===== config.mk =====
export PLATFORM = sky130hd
export DESIGN_NAME = hsid_min_dist_sel
export DESIGN_NICKNAME = d
export VERILOG_FILES = /design/src/rtl/hsid_min_dist_sel.sv
export SDC_FILE = /design/constraint.sdc
export NUM_CORES = 1
export LEC_CHECK = 0
export BUFFER_PORTS_ARGS = -buffer_cell sky130_fd_sc_hd__buf_2
export CORE_MARGIN = 2
export CORE_UTILIZATION = 25
export DETAILED_ROUTE_END_ITERATION = 8
export PLACE_DENSITY = 0.45
export SYNTH_ARGS = -nofsm -noshare
export SYNTH_HDL_FRONTEND = slang
export SYNTH_SLANG_ARGS = --single-unit

===== constraint.sdc =====
create_clock -name clk -period 3.8 [get_ports clk]
set_input_delay 0.57 -clock clk [delete_from_list [all_inputs] [get_ports clk]]
set_output_delay 0.57 -clock clk [all_outputs]
set_load 0.05 [all_outputs]

===== src/rtl/hsid_min_dist_sel.sv =====
// Minimum/maximum distance selector: tracks best and worst library match per pixel
// and emits a one-cycle result pulse after the last reference of the frame.
module hsid_min_dist_sel #(
    parameter int DATA_WIDTH_ACC    = 32,
    parameter int HSP_LIBRARY_WIDTH = 8
) (
    input  logic                         clk,
    input  logic                         rst,
    input  logic                         clear,
    input  logic [HSP_LIBRARY_WIDTH-1:0] library_size,
    input  logic                         acc_valid,
    input  logic [DATA_WIDTH_ACC-1:0]    acc_value,
    input  logic                         acc_last,
    input  logic [HSP_LIBRARY_WIDTH-1:0] acc_ref,
    input  logic                         acc_of,
    output logic                         busy,
    output logic                         result_valid,
    output logic [DATA_WIDTH_ACC-1:0]    min_value,
    output logic [HSP_LIBRARY_WIDTH-1:0] min_ref,
    output logic [DATA_WIDTH_ACC-1:0]    max_value,
    output logic [HSP_LIBRARY_WIDTH-1:0] max_ref,
    output logic                         result_of
);

    localparam int CW = HSP_LIBRARY_WIDTH + 1;

    typedef enum logic {IDLE, SCAN} state_t;

    state_t                         state, state_nxt;
    logic                           acc_of_q;
    logic                           of_rise;
    logic                           cand;
    logic [DATA_WIDTH_ACC-1:0]      cand_val;
    logic [CW-1:0]                  lib_eff;
    logic [CW-1:0]                  cnt, cnt_nxt;
    logic [CW-1:0]                  lib_n, lib_n_nxt;
    logic [DATA_WIDTH_ACC-1:0]      min_w, min_nxt, max_w, max_nxt;
    logic [HSP_LIBRARY_WIDTH-1:0]   min_ref_w, min_ref_nxt, max_ref_w, max_ref_nxt;
    logic                           of_w, of_nxt;
    logic                           done;

    // An overflowed distance is pinned to the largest representable value.
    function automatic logic [DATA_WIDTH_ACC-1:0] sat_value(
        input logic                      of,
        input logic [DATA_WIDTH_ACC-1:0] value
    );
        return of ? '1 : value;
    endfunction

    assign of_rise  = acc_of && !acc_of_q;
    assign cand     = ((acc_valid && acc_last) || of_rise) && !clear;
    assign cand_val = sat_value(acc_of, acc_value);
    assign lib_eff  = (library_size == '0) ? CW'(1) : {1'b0, library_size};
    assign busy     = (state == SCAN);

    always_comb begin
        state_nxt   = state;
        cnt_nxt     = cnt;
        lib_n_nxt   = lib_n;
        min_nxt     = min_w;
        min_ref_nxt = min_ref_w;
        max_nxt     = max_w;
        max_ref_nxt = max_ref_w;
        of_nxt      = of_w;
        done        = 1'b0;

        case (state)
            IDLE: begin
                if (cand) begin
                    min_nxt     = cand_val;
                    min_ref_nxt = acc_ref;
                    max_nxt     = cand_val;
                    max_ref_nxt = acc_ref;
                    cnt_nxt     = CW'(1);
                    of_nxt      = acc_of;
                    lib_n_nxt   = lib_eff;
                    if (lib_eff == CW'(1)) begin
                        done = 1'b1;
                    end else begin
                        state_nxt = SCAN;
                    end
                end
            end
            SCAN: begin
                if (cand) begin
                    cnt_nxt = cnt + CW'(1);
                    of_nxt  = of_w | acc_of;
                    // Strict compares: on ties the earlier reference wins.
                    if (cand_val < min_w) begin
                        min_nxt     = cand_val;
                        min_ref_nxt = acc_ref;
                    end
                    if (cand_val > max_w) begin
                        max_nxt     = cand_val;
                        max_ref_nxt = acc_ref;
                    end
                    if (cnt_nxt == lib_n) begin
                        done      = 1'b1;
                        state_nxt = IDLE;
                    end
                end
            end
            default: state_nxt = IDLE;
        endcase

        if (clear) begin
            state_nxt = IDLE;
            cnt_nxt   = '0;
            of_nxt    = 1'b0;
        end
    end

    always_ff @(posedge clk) begin
        if (rst) begin
            state        <= IDLE;
            acc_of_q     <= 1'b0;
            cnt          <= '0;
            lib_n        <= '0;
            min_w        <= '0;
            min_ref_w    <= '0;
            max_w        <= '0;
            max_ref_w    <= '0;
            of_w         <= 1'b0;
            result_valid <= 1'b0;
            min_value    <= '0;
            min_ref      <= '0;
            max_value    <= '0;
            max_ref      <= '0;
            result_of    <= 1'b0;
        end else begin
            state        <= state_nxt;
            acc_of_q     <= acc_of;
            cnt          <= cnt_nxt;
            lib_n        <= lib_n_nxt;
            min_w        <= min_nxt;
            min_ref_w    <= min_ref_nxt;
            max_w        <= max_nxt;
            max_ref_w    <= max_ref_nxt;
            of_w         <= of_nxt;
            result_valid <= done;
            // Result registers hold between completions, including across clear.
            if (done) begin
                min_value <= min_nxt;
                min_ref   <= min_ref_nxt;
                max_value <= max_nxt;
                max_ref   <= max_ref_nxt;
                result_of <= of_nxt;
            end
        end
    end

endmodule


# ---- Word-level counts from Yosys, hierarchy flattened
# Index checks and enable logic that the tools add are counted.
dict set report word_totals {
  reg_bits 183
  latchBits 0
  mem_bits_rw 0
  romBits 0
  input_bits 54
  wordCells 69
  memories 0
}
dict set report classes {
  addsub 1
  mul 0
  div_mod_pow 0
  magnitude_cmp 2
  n_eq_ne 4
  shifts 0
  muxes 35
  bitwise 2
  n_reduce_logical 10
}
# operator count
set op_table {}
lappend op_table {{32-bit two-way mux} 7}
lappend op_table {{32-bit one-hot mux with 2 select lines} 2}
lappend op_table {{8-bit two-way mux} 7}
lappend op_table {{32-bit > comparator} 1}
lappend op_table {{32-bit < comparator} 1}
lappend op_table {{8-bit one-hot mux with 2 select lines} 2}
lappend op_table {{9-bit two-way mux} 2}
lappend op_table {{9-bit one-hot mux with 2 select lines} 1}
lappend op_table {{1-bit two-way mux} 11}
lappend op_table {{9-bit by 1-bit adder with 9-bit output, second input constant} 1}
lappend op_table {{9-bit equality test} 1}
lappend op_table {{8-bit by 1-bit equality test with 1-bit output, second input constant} 1}
lappend op_table {{8-bit zero test} 1}
lappend op_table {{1-bit one-hot mux with 2 select lines} 3}
lappend op_table {{2-bit AND reduction} 2}
lappend op_table {{1-bit logical AND} 3}
lappend op_table {{1-bit zero test} 2}
lappend op_table {{2-bit by 1-bit != test with 1-bit output, second input constant} 1}
lappend op_table {{2-bit != test, second input constant} 1}
lappend op_table {{2-bit OR reduction} 1}
lappend op_table {{1-bit logical OR} 1}
lappend op_table {{1-bit inverter} 1}
lappend op_table {{1-bit bitwise OR} 1}

# ---- Logic depth before layout (Yosys ltp)
dict set report logic_depth {
  ltp_word 7
  depth_mapped 11
  ltp_nobuf 10
}

# ---- Least setup slack after synthesis
# OpenSTA, ideal clock, no wires.
dict set report synth_path {
  kind {input-to-reg}
  start {input port acc_of}
  end {register max_value[10]}
  setup_time_ns 0.127
  t_arrival_ns 3.147
  t_required_ns 3.673
  path_slack_ns 0.526
  cell_stages 11
  path_buffers 2
  path_cell_list {clkbuf_1 or2_2 ha_1 a21o_1 a221o_1 a2111o_1 a211o_1 o211ai_2 buf_4 mux2i_1 o2bb2ai_1}
}
dict set report synth_via {
  elab_chain_len 5
  word_cells_on_any_way 12
}
# element line
set synth_lines {}
lappend synth_lines {{start, declared} 15} ;# input logic acc_of,
lappend synth_lines {{32-bit two-way mux or 1-bit logical AND (tied branches)} {47, 50}}
lappend synth_lines {{32-bit > comparator or 1-bit logical OR (tied branches)} {93, 51}}
lappend synth_lines {{32-bit two-way mux or 1-bit logical AND (tied branches)} {93, 51}}
lappend synth_lines {{32-bit two-way mux (tied with other cells)} 85} ;# if (cand) begin
lappend synth_lines {{32-bit one-hot mux with 2 select lines or 1-bit one-hot mux with 2 select lines (tied branches)} 67} ;# case (state)
lappend synth_lines {{end signal, assigned} 145} ;# max_value <= max_nxt;
lappend synth_lines {{end, declared} 20} ;# output logic [DATA_WIDTH_ACC-1:0] max_value,
# Parallel ways exist; a longest one is shown, timed or not.
# A chain may end at the register's enable or synchronous reset.

# ---- Worst setup path in the final report
dict set report layout_path {
  start {register cnt[0]}
  end {register max_value[9]}
}
dict set report layout_via {
  elab_chain_len 5
}
# element line
set layout_lines {}
lappend layout_lines {{start, declared} 35} ;# logic [CW-1:0] cnt, cnt_nxt;
lappend layout_lines {{start signal, assigned} 133} ;# cnt <= cnt_nxt;
lappend layout_lines {{9-bit by 1-bit adder with 9-bit output} 86} ;# cnt_nxt = cnt + CW'(1);
lappend layout_lines {{9-bit equality test} 97} ;# if (cnt_nxt == lib_n) begin
lappend layout_lines {{1-bit two-way mux} 97}
lappend layout_lines {{1-bit two-way mux} 85}
lappend layout_lines {{1-bit one-hot mux with 2 select lines} 67}
# Every way passes these cells.

==> run summary <==
final hold vios - 0
fin. max-slew vios - 0
htree depth - 4
post-CTS resize count - 0
area share of fa/ha/maj cells after synthesis - 0.0974
setup TNS - 0 ns
clk root buf - clkbuf_16
initial antenna violation count - 0
Avg WL per Cell - 15.8 µm
# setup viols final - 0
Yosys reg bits - 182
worst-path fanout max - 39
hold crit path type - input port to flop
share of cells above drive strength 1 - 0.234
Clk Latency, worst-skew pair - 0.43 ns
post-route cell area - 0.0101 mm²
Tot GR Track Use - 0.137
crit path launch type - flop
f_max - 0.290 GHz
Post-synth EDFFs - 0
nets - 1115
CTS tree - done
global-route wire length before repair - 36100 µm
vias - 6391
FP Rows - 66
post-synth top area share - 0.443
Syn. warnings - 0
Sink Count - 182
reg2reg setup slack - 0.35 ns
xor and xnor area share after synthesis - 0.00639
Starting Density - 0.253
pwr dens - 445 mW/mm²
antenna cells - 0
Yosys top cell by area - dfxtp_1
worst slew pin tran - 1.16 ns
largest net degree at the start of global routing - 68
I/O pin count - 137
DRT Pass-1 Iters - 5
Crit path required time - 4.15 ns
post-synth cell types - 50
clk_skew - 0.0172 ns
die height - 185 µm
Die Footprint - 0.0343 mm²
largest family of logic cells by synthesized area - compound AO/OA/AOI/OAI gates
hold buffers post-CTS - 0
crit end category - flop
routability congestion estimate - 0.718
DRT Wirelength - 22900 µm
Hold WS - 0.389 ns
Util after Layout - 0.312
Critical Path AT - 3.80 ns
routed vias/inst - 4.40
area post-placement - 0.00950 mm²
Avg Synthesized Cell Area - 9.57 µm²
Synth Instances - 859
outcome - finished, final reports clean
initial drt markers - 294
clock transition at the registers of the reported paths - 0.07 ns
Max Cap Violations - 0
asr flop ratio synth - 0
RSZ-0062 raised after global routing - false
synthesis-to-layout area growth - 23.3%
Peak VDD IR - 0.000227 V
Synth Net Count - 977
top_reg_cell synth - dfxtp_1
Crit Path Category - flop to flop
Num CTS Buffers - 17
Residual DRC - 0
leakage power - 0.00437 µW
PnR Total Power - 4510 µW
Synth area leaders - dfxtp_1, mux2i_1, ha_1, o2bb2ai_1, nor2_1
Seq/Total Area, Yosys - 0.443
post-route ant nets - 0
Setup Buffers After CTS - 0
Core Region - 0.0325 mm²
max_slew headroom - 0.226
vias in the first global route - 6432
mux cell area share after synthesis - 0.106
post-route clock period utilization - 0.907
HPWL after DPL - 16200 µm
Synth Area in Simple Gates - 0.144
Clock Path Buffers - 2
Synth Area in Compound Gates - 0.146
crit path time final - 3.45 ns
Mapped Area - 0.00822 mm²
number of port buffers - 136
grt ovf - 0
Die X - 185 µm
layout by cell type (no fill, tap or decap), types with 2 or more instances in the layout:
master,count
inv_1,66
clkbuf_16,17
o211ai_1,3
ha_1,64
nand2b_1,5
buf_4,26
a21oi_1,37
or3_1,3
nor4_1,5
mux2i_1,87
o2bb2ai_1,72
buf_2,135
a21boi_0,2
or2_2,34
xor2_1,4
inv_6,4
and2_1,5
bufinv_16,4
nand2_1,30
a211o_1,2
nor2_1,114
and3_1,2
buf_12,3
xnor2_1,2
a21o_1,7
nand4_1,10
nand3_1,16
clkinvlp_4,3
dfxtp_1,182
a211oi_1,11
o21ai_0,10
nor2b_1,4
nor3_1,11
nor3b_1,3
o31ai_1,2
and4_1,3
cell usage after synthesis, types with 4 or more instances:
cell type / n
a211oi_1: 11
a21o_1: 7
a21oi_1: 37
and2_1: 5
buf_2: 12
buf_4: 7
clkbuf_1: 25
dfxtp_1: 182
ha_1: 64
inv_1: 66
mux2i_1: 87
nand2_1: 30
nand2b_1: 6
nand3_1: 16
nand4_1: 10
nor2_1: 114
nor2b_1: 4
nor3_1: 11
nor4_1: 5
o21ai_0: 10
o2bb2ai_1: 72
or2_2: 34
xor2_1: 4
cell families after synthesis:
group,count (synthesis)
AOI/OAI and AO/OA,160
adders and majority gates,64
DFF,182
muxes,87
buffers and inverters,111
xor gates and xnor gates,6
and+or+nand+nor,249
sequential cells by signal, summed over array words and instances (netlist names), 9 cells and up:
name and cells:
min_value 32, max_value 32, max_w 32, cnt 9
min_w 32
through the flow:
stage / setup slack (ns) / std cells
after global placement: 0.113 / 1420
after detailed placement: 0.0413 / 1420
final: 0.353 / 1452
after floorplan: 0.526 / 859
after CTS: 0.318 / 1452
after global routing: 0.103 / 1452
worst max-delay path, cell delays in order (launching register included):
cell and delay, ns:
dfxtp_1 0.47, ha_1 0.31, nand3_1 0.17, or3_1 0.38
a21oi_1 0.15, o31ai_1 0.13, a41o_1 0.29, nor2_4 0.86
buf_4 0.45, o2bb2ai_1 0.15
worst paths after layout:
path                                            startpoint  cells past startpoint                    endpoint
worst min register to register  min_value[29]$_SDFFE_PP0P_                      1  min_value[29]$_SDFFE_PP0P_
worst min-delay path                       library_size[0]                      3       lib_n[0]$_SDFFE_PP0P_
worst max register to register         cnt[0]$_SDFFE_PP0P_                      9   max_value[9]$_SDFFE_PP0P_
worst max-delay path                   cnt[0]$_SDFFE_PP0P_                      9   max_value[9]$_SDFFE_PP0P_
cell type report:
class / count / area [µm²]
fill: 3386 / 22300
multi-input combinational: 566 / 4130
sequential: 182 / 3640
timing repair buffer: 164 / 931
tap: 442 / 553
clock buffer: 19 / 443
inverter: 66 / 248
clock inverter: 13 / 191
metal layers:
metal  vias to the layer above  global-route usage  share of wire
li1                       3287                   -              -
met1                      2970               0.185           0.49
met2                       127               0.225           0.47
met3                         7              0.0260          0.038
met4                         0              0.0311         0.0065
met5                         -                   0              0
where the power goes:
group          total (µW)  internal [µW]  switching (µW)
sequential           2010           1980            33.7
clock                1940           1130             813
combinational         552            227             325
No activity file was read; power rests on OpenSTA's default activity.
